[src/rtl/mem_bank_pkg.sv]
// rtl/mem_bank_pkg.sv - shared types and helpers for mem_bank
package mem_bank_pkg;

   typedef enum logic {
      IDLE  = 1'b0,
      CLEAR = 1'b1
   } state_t;

   // Even-parity bit: makes the total count of ones in {word, bit} even.
   function automatic logic parity_even(input logic [31:0] word);
      return ^word;
   endfunction

endpackage

[src/rtl/rise_detect.sv]
// rtl/rise_detect.sv - rising-edge detector for button-level inputs
module rise_detect (
   input  logic clk,
   input  logic reset,
   input  logic sig,
   output logic rise
);

   logic sig_q;

   always_ff @(posedge clk) begin
      if (reset) sig_q <= 1'b0;
      else       sig_q <= sig;
   end

   assign rise = sig & ~sig_q;

endmodule

[src/rtl/mem_bank.sv]
// rtl/mem_bank.sv - DEPTH x WIDTH register file, edge-qualified write, sequenced clear
// Optional per-word even parity with registered parity_err under MEM_BANK_PARITY_EN.
module mem_bank
   import mem_bank_pkg::*;
#(
   parameter  int WIDTH  = 8,
   parameter  int DEPTH  = 4,
   localparam int ADDR_W = $clog2(DEPTH)
) (
   input  logic              clk,
   input  logic              reset,
   input  logic [WIDTH-1:0]  data,
   input  logic              store,
   input  logic [ADDR_W-1:0] addr,
   input  logic              clear,
   output logic [WIDTH-1:0]  memory,
`ifdef MEM_BANK_PARITY_EN
   output logic              parity_err,
`endif
   output logic              busy
);

   logic [WIDTH-1:0]  mem [DEPTH];
   state_t            state, state_nx;
   logic [ADDR_W-1:0] count;
   logic              store_rise;
   logic              wr_en;
   logic [ADDR_W-1:0] wr_addr;
   logic [WIDTH-1:0]  wr_data;

   rise_detect u_rise (
      .clk   (clk),
      .reset (reset),
      .sig   (store),
      .rise  (store_rise)
   );

   // The clear sweep borrows the single write port; user writes only happen in IDLE.
   always_comb begin
      state_nx = state;
      wr_en    = 1'b0;
      wr_addr  = addr;
      wr_data  = data;
      case (state)
         IDLE: begin
            if (clear)           state_nx = CLEAR;
            else if (store_rise) wr_en    = 1'b1;
         end
         CLEAR: begin
            wr_en   = 1'b1;
            wr_addr = count;
            wr_data = '0;
            if (count == ADDR_W'(DEPTH - 1)) state_nx = IDLE;
         end
         default: state_nx = IDLE;
      endcase
   end

   always_ff @(posedge clk) begin
      if (reset) begin
         state  <= IDLE;
         count  <= '0;
         memory <= '0;
         for (int i = 0; i < DEPTH; i++) mem[i] <= '0;
      end else begin
         state <= state_nx;
         count <= (state == CLEAR) ? count + 1'b1 : '0;
         if (wr_en) mem[wr_addr] <= wr_data;
         memory <= (wr_en && wr_addr == addr) ? wr_data : mem[addr];
      end
   end

   assign busy = (state == CLEAR);

`ifdef MEM_BANK_PARITY_EN
   logic par [DEPTH];
   logic wr_par;

   assign wr_par = (state == CLEAR) ? 1'b0 : parity_even(32'(data));

   always_ff @(posedge clk) begin
      if (reset) begin
         parity_err <= 1'b0;
         for (int i = 0; i < DEPTH; i++) par[i] <= 1'b0;
      end else begin
         if (wr_en) par[wr_addr] <= wr_par;
         parity_err <= (wr_en && wr_addr == addr)
                       ? (^wr_data ^ wr_par)
                       : (^mem[addr] ^ par[addr]);
      end
   end
`endif

endmodule
[config.mk]
export PLATFORM = sky130hd
export DESIGN_NAME = mem_bank
export DESIGN_NICKNAME = d
export VERILOG_FILES = /design/src/rtl/mem_bank_pkg.sv /design/src/rtl/rise_detect.sv /design/src/rtl/mem_bank.sv
export SDC_FILE = /design/constraint.sdc
export NUM_CORES = 1
export LEC_CHECK = 0
export ABC_AREA = 0
export CAP_MARGIN = 20
export CORE_MARGIN = 2
export CORE_UTILIZATION = 30
export CTS_CLUSTER_SIZE = 8
export DETAILED_ROUTE_END_ITERATION = 16
export SETUP_SLACK_MARGIN = 0.5
export SLEW_MARGIN = 20
export SYNTH_ARGS = -nofsm -noshare
export SYNTH_HDL_FRONTEND = slang
export SYNTH_SLANG_ARGS = --single-unit
export TNS_END_PERCENT = 100
[constraint.sdc]
create_clock -name clk -period 2.34 [get_ports clk]
set_input_delay 0.351 -clock clk [delete_from_list [all_inputs] [get_ports clk]]
set_output_delay 0.351 -clock clk [all_outputs]
set_load 0.005 [all_outputs]
# After elaboration in Yosys (flattened, before gate mapping)
# Memories as Yosys holds them, arrays and structs flattened. A register that Yosys moved wholly into a read port is not among the register bits.
# Index checks and enable logic that the tools add are counted.
dict set report word_totals {
  reg_bits 4
  ram_bits 32
  input_bits 14
  mem_count 1
}
# name words word_bits rd rd_ports_with_merged_regs wr line_no
set memory_table {}
lappend memory_table {mem 4 8 1 1 4 mem_bank.sv:23} ;# logic [WIDTH-1:0] mem [DEPTH];
dict set report op_classes {
  add_sub_neg 1
  n_eq_ne 1
  n_mux 16
  n_bitwise 3
  reduce_logical 2
}
# op n
set ops {}
lappend ops {{$mux W8} 2}
lappend ops {{$mux W1} 10}
lappend ops {{$reduce_or A8 Y1} 1}
lappend ops {{$mux W2} 2}
lappend ops {{$pmux W1 S2} 2}
lappend ops {{$add A2 B1 Y2 const B} 1}
lappend ops {{$eq A2 B2 Y1 const B} 1}
lappend ops {{$not A1 Y1} 2}
lappend ops {{$reduce_or A2 Y1} 1}
lappend ops {{$and A1 B1 Y1} 1}

# Longest topological paths before layout
# Gate-level depths: netlist of the first run.
dict set report depth {
  ltp_word 10
  ltp_mapped 4
}

# Modules after synthesis
# A second synthesis of the first run with hierarchy kept.
dict set report unflattened {
  cells_unflattened 145
  hier_area_um2 1886.8
}
# module n_inst cells_per_inst area_each_um2
set modules_own_cells {}
lappend modules_own_cells {mem_bank 1 142 1839.3}
lappend modules_own_cells {rise_detect 1 3 47.5}

# Least setup slack after synthesis of the first run
# No wires, ideal clock.
dict set report synth_path {
  path_kind {register -> register}
  start {register state (netlist: busy)}
  end {memory mem[3][0] (enable)}
  setup_time_ns 0.384
  arrival_time_ns 1.412
  slack_ns 0.544
  stages_incl_launch_ff 5
  path_buffers 1
  path_cell_list {dfxtp_1 > buf_6 > and3b_1 > a31oi_1 > o21ai_0}
}
# element line_no
set synth_lines {}
lappend synth_lines {{from (decl)} mem_bank.sv:24} ;# state_t state, state_nx;
lappend synth_lines {{from (signal assigned)} mem_bank.sv:66} ;# state <= state_nx;
lappend synth_lines {{to (decl)} mem_bank.sv:23}

# Final worst setup path of the first run
dict set report layout_path {
  start {register state (netlist: busy)}
  end {output busy}
}
# element line_no
set layout_lines {}
lappend layout_lines {{to (decl)} mem_bank.sv:20} ;# output logic busy
# No word-level cell between the ends.

==> results of run 1 <==
-- where the power goes --
| group | internal [W] | switching [W] |
|---|---|---|
| sequential | 0.000876 | 0.0000185 |
| clock | 0.000349 | 0.000256 |
| combinational | 0.000107 | 0.0000885 |
| total | 0.00133 | 0.000363 |
-- per-layer routing --
metal / up-vias / share of wire / wire length, um
met2: 28 / 0.49 / 1990
met1: 647 / 0.45 / 1810
met4: 0 / 0.019 / 78
li1: 633 / - / -
met5: - / 0 / 0
met3: 4 / 0.044 / 180
-- metrics by stage --
step | util | worst slack (ns) | area [um^2]
finish | 0.394 | 0.652 | 2530
global route | 0.394 | 0.580 | 2530
CTS | 0.389 | 0.565 | 2500
detailed placement | 0.371 | 0.132 | 2380
global placement | 0.371 | 0.178 | 2380
floorplan | - | 0.544 | 2010
-- cells in the mapped netlist --
library cell | number | area, um^2
buf_4 | 1 | 7.51
and2b_2 | 1 | 8.76
nor3b_4 | 1 | 18.8
a211oi_1 | 1 | 7.51
and2b_1 | 1 | 7.51
nor2_1 | 26 | 97.6
and3b_2 | 7 | 70.1
buf_6 | 3 | 33.8
o221ai_2 | 3 | 45.0
nor3_1 | 1 | 5.00
nand3_1 | 1 | 5.00
dfxtp_1 | 12 | 240
edfxtp_1 | 32 | 961
o21ai_2 | 1 | 8.76
nor3_4 | 1 | 16.3
mux4_1 | 3 | 78.8
nand2_1 | 10 | 37.5
mux4_2 | 5 | 113
nor3b_1 | 3 | 22.5
ha_1 | 1 | 12.5
and2_1 | 1 | 6.26
or3_1 | 1 | 6.26
inv_1 | 8 | 30.0
a21oi_1 | 7 | 35.0
nor2b_1 | 2 | 12.5
xor2_1 | 2 | 17.5
o21ai_0 | 1 | 5.00
a31oi_1 | 10 | 62.6
buf_2 | 1 | 5.00
clkinv_1 | 1 | 3.75
and3b_1 | 3 | 26.3
-- final timing paths --
| path | to | slack, ns | cells past startpoint |
|---|---|---|---|
| worst max-delay path | busy | 0.65 | 1 |
| worst min-delay path | count[0] | 0.53 | 1 |
| worst max register to register | mem[3][0] | 0.87 | 4 |
| worst min register to register | count[0] | 0.53 | 1 |
-- cells by family (layout without fill, tap and decap cells) --
logic type | after synthesis | count (layout)
mux | 8 | 8
xor+xnor | 2 | 2
fa+ha+maj | 1 | 1
flops | 44 | 44
compound gates | 23 | 23
simple gates | 59 | 59
buf+inv | 14 | 52
-- state kept, by name, indices dropped and copies added, names as in the netlist --
name / cells
count: 2
busy: 1
u_rise.sig_q: 1
memory: 8
mem: 32
-- area by class of cell --
class                      instances  area share
sequential                        44       0.476
inverter                           9      0.0149
timing repair buffer              35       0.135
clock inverter                     2      0.0153
clock buffer                       6      0.0327
tap                               77      0.0381
multi-input combinational         93       0.288
-- what timing repair did --
action,in CTS,in global routing
pin swaps,0,1
resized for setup,2,2
buffers inserted,0,1
hold buffers,0,0
endpoints found under the setup margin,17,11
==> results.json, run 1 <==
{
  "status": "complete, but fails checks",
  "violations": "design-rule violations",
  "clock_skew_ns": 0.0121,
  "hold_ws_ns": 0.529,
  "h-tree-depth": 2,
  "layout.nets": 203,
  "use_met3": 0.0327,
  "clock_sinks": 44,
  "grt_pass1_vias": 1268,
  "grt_pass1_wl_um": 6590,
  "core_mm2": 0.00642,
  "regToRegStartpoint": "u_rise.sig_q",
  "chipWidth_um": 85.8,
  "crit_required_ns": 1.99,
  "routed_via_density": 4.93,
  "wl_per_cell_um": 15.3,
  "finalSetupViolCount": 0,
  "max_freq_mhz": 592,
  "placed_cells_incl_taps": 257,
  "syn_area_mm2": 0.00201,
  "end_kind": "output pin",
  "grt_use_met1": 0.152,
  "cts_max_path_buffers": 2,
  "synth_top_family_by_area": "simple AND/OR/NAND/NOR gates",
  "n_antenna_cell": 0,
  "cp_slowest_cell": "clkdlybuf4s50_1",
  "max_slew_margin": 0.715,
  "min_path_type": "reg2reg",
  "critical_path_arrival_ns": 1.34,
  "cp-start-kind": "register",
  "slew_viol_final": 0,
  "area_growth_pct": 25.9,
  "cts_tree": "done",
  "layout_commonest_cell": "edfxtp_1",
  "busiest_layer": "met2",
  "p_leak_nw": 0.974,
  "antenna_found_initial": 0,
  "power_w": 0.00170,
  "synth_cell_type_count": 31,
  "rsz0062_at_grt": "no",
  "io_buffers": 22,
  "maxCapViolCount": 0,
  "criticalPathCategory": "reg2out",
  "crit_chain": "clkdlybuf4s50_1",
  "yosys.area_share.xor_xnor": 0.00873,
  "hold_violations": 0,
  "num_rows": 29,
  "clk_pin_slew_ns": 0.08,
  "final_cell_mix": "edfxtp_1 (32), nor2_1 (26), clkdlybuf4s50_1 (21)",
  "synthAdderAreaFrac": 0.00623,
  "peakVddDrop_v": 0.000301,
  "start_util": 0.312,
  "seq_area_frac_synth": 0.599,
  "drc": 1,
  "synth-simple-area-share": 0.170,
  "seq_area_mm2": 0.00120,
  "via_count": 1312,
  "stdcell_count": 266,
  "wl_um": 4060,
  "avgSynthCellArea_um2": 13.3,
  "hpwlAfterDp_um": 2860,
  "io_pins": 23,
  "gp_congestion": 0.707,
  "worst-path-buf-inv": 1,
  "grt_max_degree": 16,
  "drive_gt1_frac": 0.228,
  "post-route-min-period_ns": 1.69,
  "dieArea_mm2": 0.00736,
  "syn_nets": 166,
  "ys_seq_elements": 44,
  "worstSetupStartpoint": "busy",
  "dr.pass1.iters": 12,
  "path_max_fanout": 14,
  "synthMuxAreaShare": 0.0954,
  "yosysWarnings": 0,
  "ant_nets": 0,
  "synth-compound-area-share": 0.0817,
  "drt_iter0_drc": 112,
  "worstMarginPinSlew_ns": 0.427,
  "cp_top_family": "buffers and inverters",
  "slowest_delay_ns": 0.55,
  "multi_input_area_um2": 728,
  "use_met2": 0.194,
  "hp-start": "count[0]",
  "grtUsageTotal": 0.121,
  "p_per_area_mw_per_mm2": 671,
  "gr-total-overflow": 0,
  "die_h_um": 85.8,
  "synthCells": 151,
  "cts_root_buf": "clkbuf_8",
  "cts_buffers": 5,
  "clk_latency_ns": 0.29,
  "setup_tns_ns": 0,
  "fin_crit_sh": 0.722,
  "fillers": 601
}
Power figures use the tool's default switching activity.
==> run 2, diff against run 1 <==
- clock period: 2.34 -> 1.6 ns (I/O delays scaled with it)
==> results.json, run 2 (synthesis results as in run 1) <==
{
  "drive_gt1_frac": 0.468,
  "area_growth_pct": 51.1,
  "crit_required_ns": 1.66,
  "hold_ws_ns": 0.366,
  "met1_length_um": 2020,
  "violations": "design-rule violations",
  "largest_reg_flops": 32,
  "routed_via_density": 4.91,
  "cts_max_path_buffers": 2,
  "grt_pass1_wl_um": 7040,
  "combinationalPowerShare": 0.163,
  "cp_slowest_cell": "dfxtp_4",
  "rsz0062_at_grt": "yes",
  "slowest_delay_ns": 0.38,
  "grt_pass1_vias": 1396,
  "wl_met3_um": 236,
  "dr.pass1.iters": 10,
  "min_path_type": "in2reg",
  "top_layer": "met4",
  "cts_buffers": 5,
  "h-tree-depth": 2,
  "fin_crit_sh": 0.860,
  "layout.nets": 219,
  "n_antenna_cell": 0,
  "p_sw_w": 0.000629,
  "ant_nets": 0,
  "setup_tns_ns": 0,
  "criticalPathCategory": "reg2reg",
  "status": "complete, but fails checks",
  "switching_share": 0.241,
  "start_util": 0.312,
  "chipWidth_um": 85.8,
  "p_leak_nw": 1.17,
  "wl_met2_um": 2180,
  "io_pins": 23,
  "hpwlAfterDp_um": 2840,
  "path_max_fanout": 7,
  "crit_chain": "buf_12 > and3b_1 > o221ai_4 > buf_6 > nor2_1",
  "reg.largest.list": "mem x32, memory x8, count x2",
  "layout_commonest_cell": "edfxtp_1",
  "cts_tree": "done",
  "power_w": 0.00261,
  "slew_viol_final": 0,
  "fillers": 517,
  "max_slew_margin": 0.740,
  "grt_max_degree": 16,
  "end_kind": "register",
  "post-route-min-period_ns": 1.38,
  "via_count": 1384,
  "final_cell_mix": "edfxtp_1 (32), nor2_1 (23), buf_6 (15)",
  "internal_power_w": 0.00198,
  "clk_pin_slew_ns": 0.09,
  "worstMarginPinSlew_ns": 0.390,
  "dieArea_mm2": 0.00736,
  "p_per_area_mw_per_mm2": 861,
  "num_rows": 29,
  "top_register": "mem",
  "clock_skew_ns": 0.0138,
  "maxCapViolCount": 0,
  "seqPwrFrac": 0.501,
  "io_buffers": 22,
  "gp_congestion": 0.707,
  "peakVddDrop_v": 0.000353,
  "clk_latency_ns": 0.30,
  "max_freq_mhz": 727,
  "p_clk_frac": 0.336,
  "die_h_um": 85.8,
  "core_mm2": 0.00642,
  "gr-total-overflow": 0,
  "clock_sinks": 44,
  "antenna_found_initial": 0,
  "wl_um": 4530,
  "finalSetupViolCount": 0,
  "drt_iter0_drc": 87,
  "cp-start-kind": "register",
  "cts_root_buf": "clkbuf_8",
  "grtUsageTotal": 0.127,
  "wl_per_cell_um": 16.1,
  "critical_path_arrival_ns": 1.43,
  "hold_violations": 0,
  "drc": 1
}
run 2: cell count changes in the layout (fill, tap and decap cells not counted), moves of 7 or more:
cell | before | now
buf_6 | 0 | 15
clkdlybuf4s15_1 | 0 | 7
clkdlybuf4s50_1 | 21 | 8
nand2_1 | 9 | 0
run 2: critical path, delay by kind of cell, from the launching register on:
family          cells  cell delay [ns]
simple gates        2             0.24
flops               1             0.38
compound gates      1             0.20
buf+inv             2             0.31
run 2: area by class of cell:
type,count,area [um^2],area share
clock inverter,3,46.3,0.0153
tap,77,96.3,0.0318
timing repair buffer,51,583,0.192
inverter,9,33.8,0.0111
multi-input combinational,93,992,0.327
clock buffer,5,68.8,0.0227
sequential,44,1210,0.400
run 2: routing by layer:
| metal | vias to the layer above | track usage |
|---|---|---|
| met4 | 0 | 0.0823 |
| li1 | 671 | - |
| met5 | - | 0 |
| met1 | 661 | 0.160 |
| met2 | 44 | 0.195 |
| met3 | 8 | 0.0298 |
run 2: stage by stage:
| step | area, um^2 | utilization | std cells | setup slack [ns] |
|---|---|---|---|---|
| 2_1_floorplan | 2070 | - | 151 | 0.226 |
| 3_3_place_gp | 2470 | 0.385 | 259 | -0.217 |
| 3_5_place_dp | 2470 | 0.385 | 259 | -0.247 |
| 4_1_cts | 2840 | 0.442 | 280 | 0.228 |
| 5_1_grt | 3030 | 0.472 | 282 | 0.186 |
| 6_report | 3030 | 0.472 | 282 | 0.224 |
run 2: power groups by stage:
stage	clock [W]	sequential, W	combinational (W)
5_1_grt	0.000938	0.00131	0.000454
4_1_cts	0.000892	0.00130	0.000364
6_report	0.000876	0.00131	0.000426
3_5_place_dp	0	0.00134	0.000291
3_3_place_gp	0	0.00134	0.000287
2_1_floorplan	0	0.00133	0.000168
run 2: repair_timing:
action | 4_1_cts | 5_1_grt
gates resized for setup | 54 | 45
pin swaps | 5 | 8
cloned | 1 | 1
endpoints found under the setup margin | 81 | 79
setup buffers | 12 | 1
hold buffers | 0 | 0
run 2: path summary, 6_finish.rpt:
kind         startpoint            to  slack, ns  depth (start not counted)
min reg2reg    count[0]      count[0]       0.53                          1
max reg2reg        busy     mem[2][4]       0.22                          5
max                busy     mem[2][4]       0.22                          5
min               reset  u_rise.sig_q       0.37                          3
==> run 3, diff against run 2 <==
- CORE_UTILIZATION: 30 -> 45
- PLACE_DENSITY: not set -> 0.66
==> results.json, run 3 (synthesis results as in run 1) <==
{
  "status": "finished clean",
  "routed_via_density": 5.57,
  "io_buffers": 22,
  "crit_chain": "buf_8 > and3b_1 > a31oi_1 > o21ai_2 > buf_6",
  "drive_gt1_frac": 0.524,
  "end_kind": "register",
  "slew_viol_final": 0,
  "clock_skew_ns": 0.0113,
  "p_leak_nw": 1.18,
  "worstMarginPinSlew_ns": 0.390,
  "fin_crit_sh": 0.919,
  "pre_cts_ws_ns": -0.253,
  "h-tree-depth": 2,
  "gr-total-overflow": 0,
  "drc": 0,
  "die_h_um": 70.8,
  "dieArea_mm2": 0.00501,
  "hold_violations": 0,
  "cts_max_path_buffers": 2,
  "crit_required_ns": 1.62,
  "cts_root_buf": "clkbuf_8",
  "cp_slowest_cell": "dfxtp_4",
  "ant_nets": 0,
  "wl_per_cell_um": 18.9,
  "critical_path_arrival_ns": 1.49,
  "via_count": 1449,
  "post-route-min-period_ns": 1.47,
  "placed_cells_incl_taps": 237,
  "reg.largest.list": "mem x32, memory x8, count x2",
  "top_register": "mem",
  "core_mm2": 0.00432,
  "num_rows": 24,
  "final_cell_mix": "edfxtp_1 (32), nor2_2 (18), buf_4 (15)",
  "cp-start-kind": "register",
  "drt_iter0_drc": 90,
  "clk_latency_ns": 0.30,
  "chipWidth_um": 70.8,
  "gp_congestion": 0.801,
  "area_growth_pct": 50.7,
  "clk_pin_slew_ns": 0.09,
  "antenna_found_initial": 0,
  "cts_tree": "done",
  "grt_max_degree": 16,
  "layout.nets": 222,
  "clock_sinks": 44,
  "n_antenna_cell": 0,
  "stdcell_count": 260,
  "criticalPathCategory": "reg2reg",
  "largest_reg_flops": 32,
  "max_slew_margin": 0.740,
  "min_path_type": "in2reg",
  "io_pins": 23,
  "layout_commonest_cell": "edfxtp_1",
  "start_util": 0.464,
  "dr.pass1.iters": 4,
  "slowest_delay_ns": 0.38,
  "rsz0062_at_grt": "yes",
  "finalSetupViolCount": 0,
  "peakVddDrop_v": 0.000452,
  "hpwlAfterDp_um": 2940,
  "p_per_area_mw_per_mm2": 864,
  "cts_buffers": 5,
  "grt_pass1_wl_um": 7520,
  "maxCapViolCount": 0,
  "hold_ws_ns": 0.477,
  "path_max_fanout": 5,
  "grt_pass1_vias": 1470,
  "wl_um": 4910,
  "setup_ws_ns": 0.130,
  "max_freq_mhz": 680,
  "grtUsageTotal": 0.202
}
run 3: metrics by stage:
step | TNS [ns] | instance area, um^2 | total power (W) | util
after floorplan | 0 | 2070 | 0.00150 | -
after global placement | -10.38 | 2450 | 0.00163 | 0.566
after detailed placement | -11.68 | 2450 | 0.00164 | 0.566
after CTS | 0 | 2870 | 0.00258 | 0.663
after global routing | 0 | 3020 | 0.00269 | 0.699
final | 0 | 3020 | 0.00261 | 0.699
run 3: area by class of cell:
class	instances	area, um^2
clock buffer	5	68.8
clock inverter	3	47.5
fill	284	1300
inverter	9	33.8
multi-input combinational	93	997
sequential	44	1210
tap	52	65.1
timing repair buffer	54	599
run 3: per-layer routing:
layer  GRT usage  vias up  routed length, um
met5           0        -                  0
met4      0.0901        0                 70
met3      0.0413        5                266
met2       0.327       47               2520
met1       0.263      721               2050
li1            -      676                  -
run 3: worst paths after layout:
path / from / end / slack, ns / cells after the start
hold reg to reg: count[0] / count[0] / 0.54 / 1
setup reg to reg: busy / mem[3][1] / 0.13 / 5
setup / recovery: busy / mem[3][1] / 0.13 / 5
hold / removal: store / u_rise.sig_q / 0.48 / 3
run 3: power breakdown:
group          internal, W  switching, W  total (W)
Sequential         0.00128     0.0000253    0.00131
Clock             0.000470      0.000407   0.000878
Combinational     0.000224      0.000204   0.000428
run 3: worst max-delay path: cells and delay by family, from the launching register on:
| family | cells | cell delay (ns) |
|---|---|---|
| DFF | 1 | 0.38 |
| AOI/OAI and AO/OA | 2 | 0.29 |
| buffers and inverters | 2 | 0.28 |
| and+or+nand+nor | 1 | 0.23 |
run 3: repair_timing:
| item | in CTS | in global routing |
|---|---|---|
| resized for setup | 60 | 39 |
| endpoints found under the setup margin | 81 | 77 |
| pin swaps | 15 | 7 |
| hold buffers | 0 | 0 |
| buffers inserted | 9 | 3 |
| cloned | 2 | 1 |
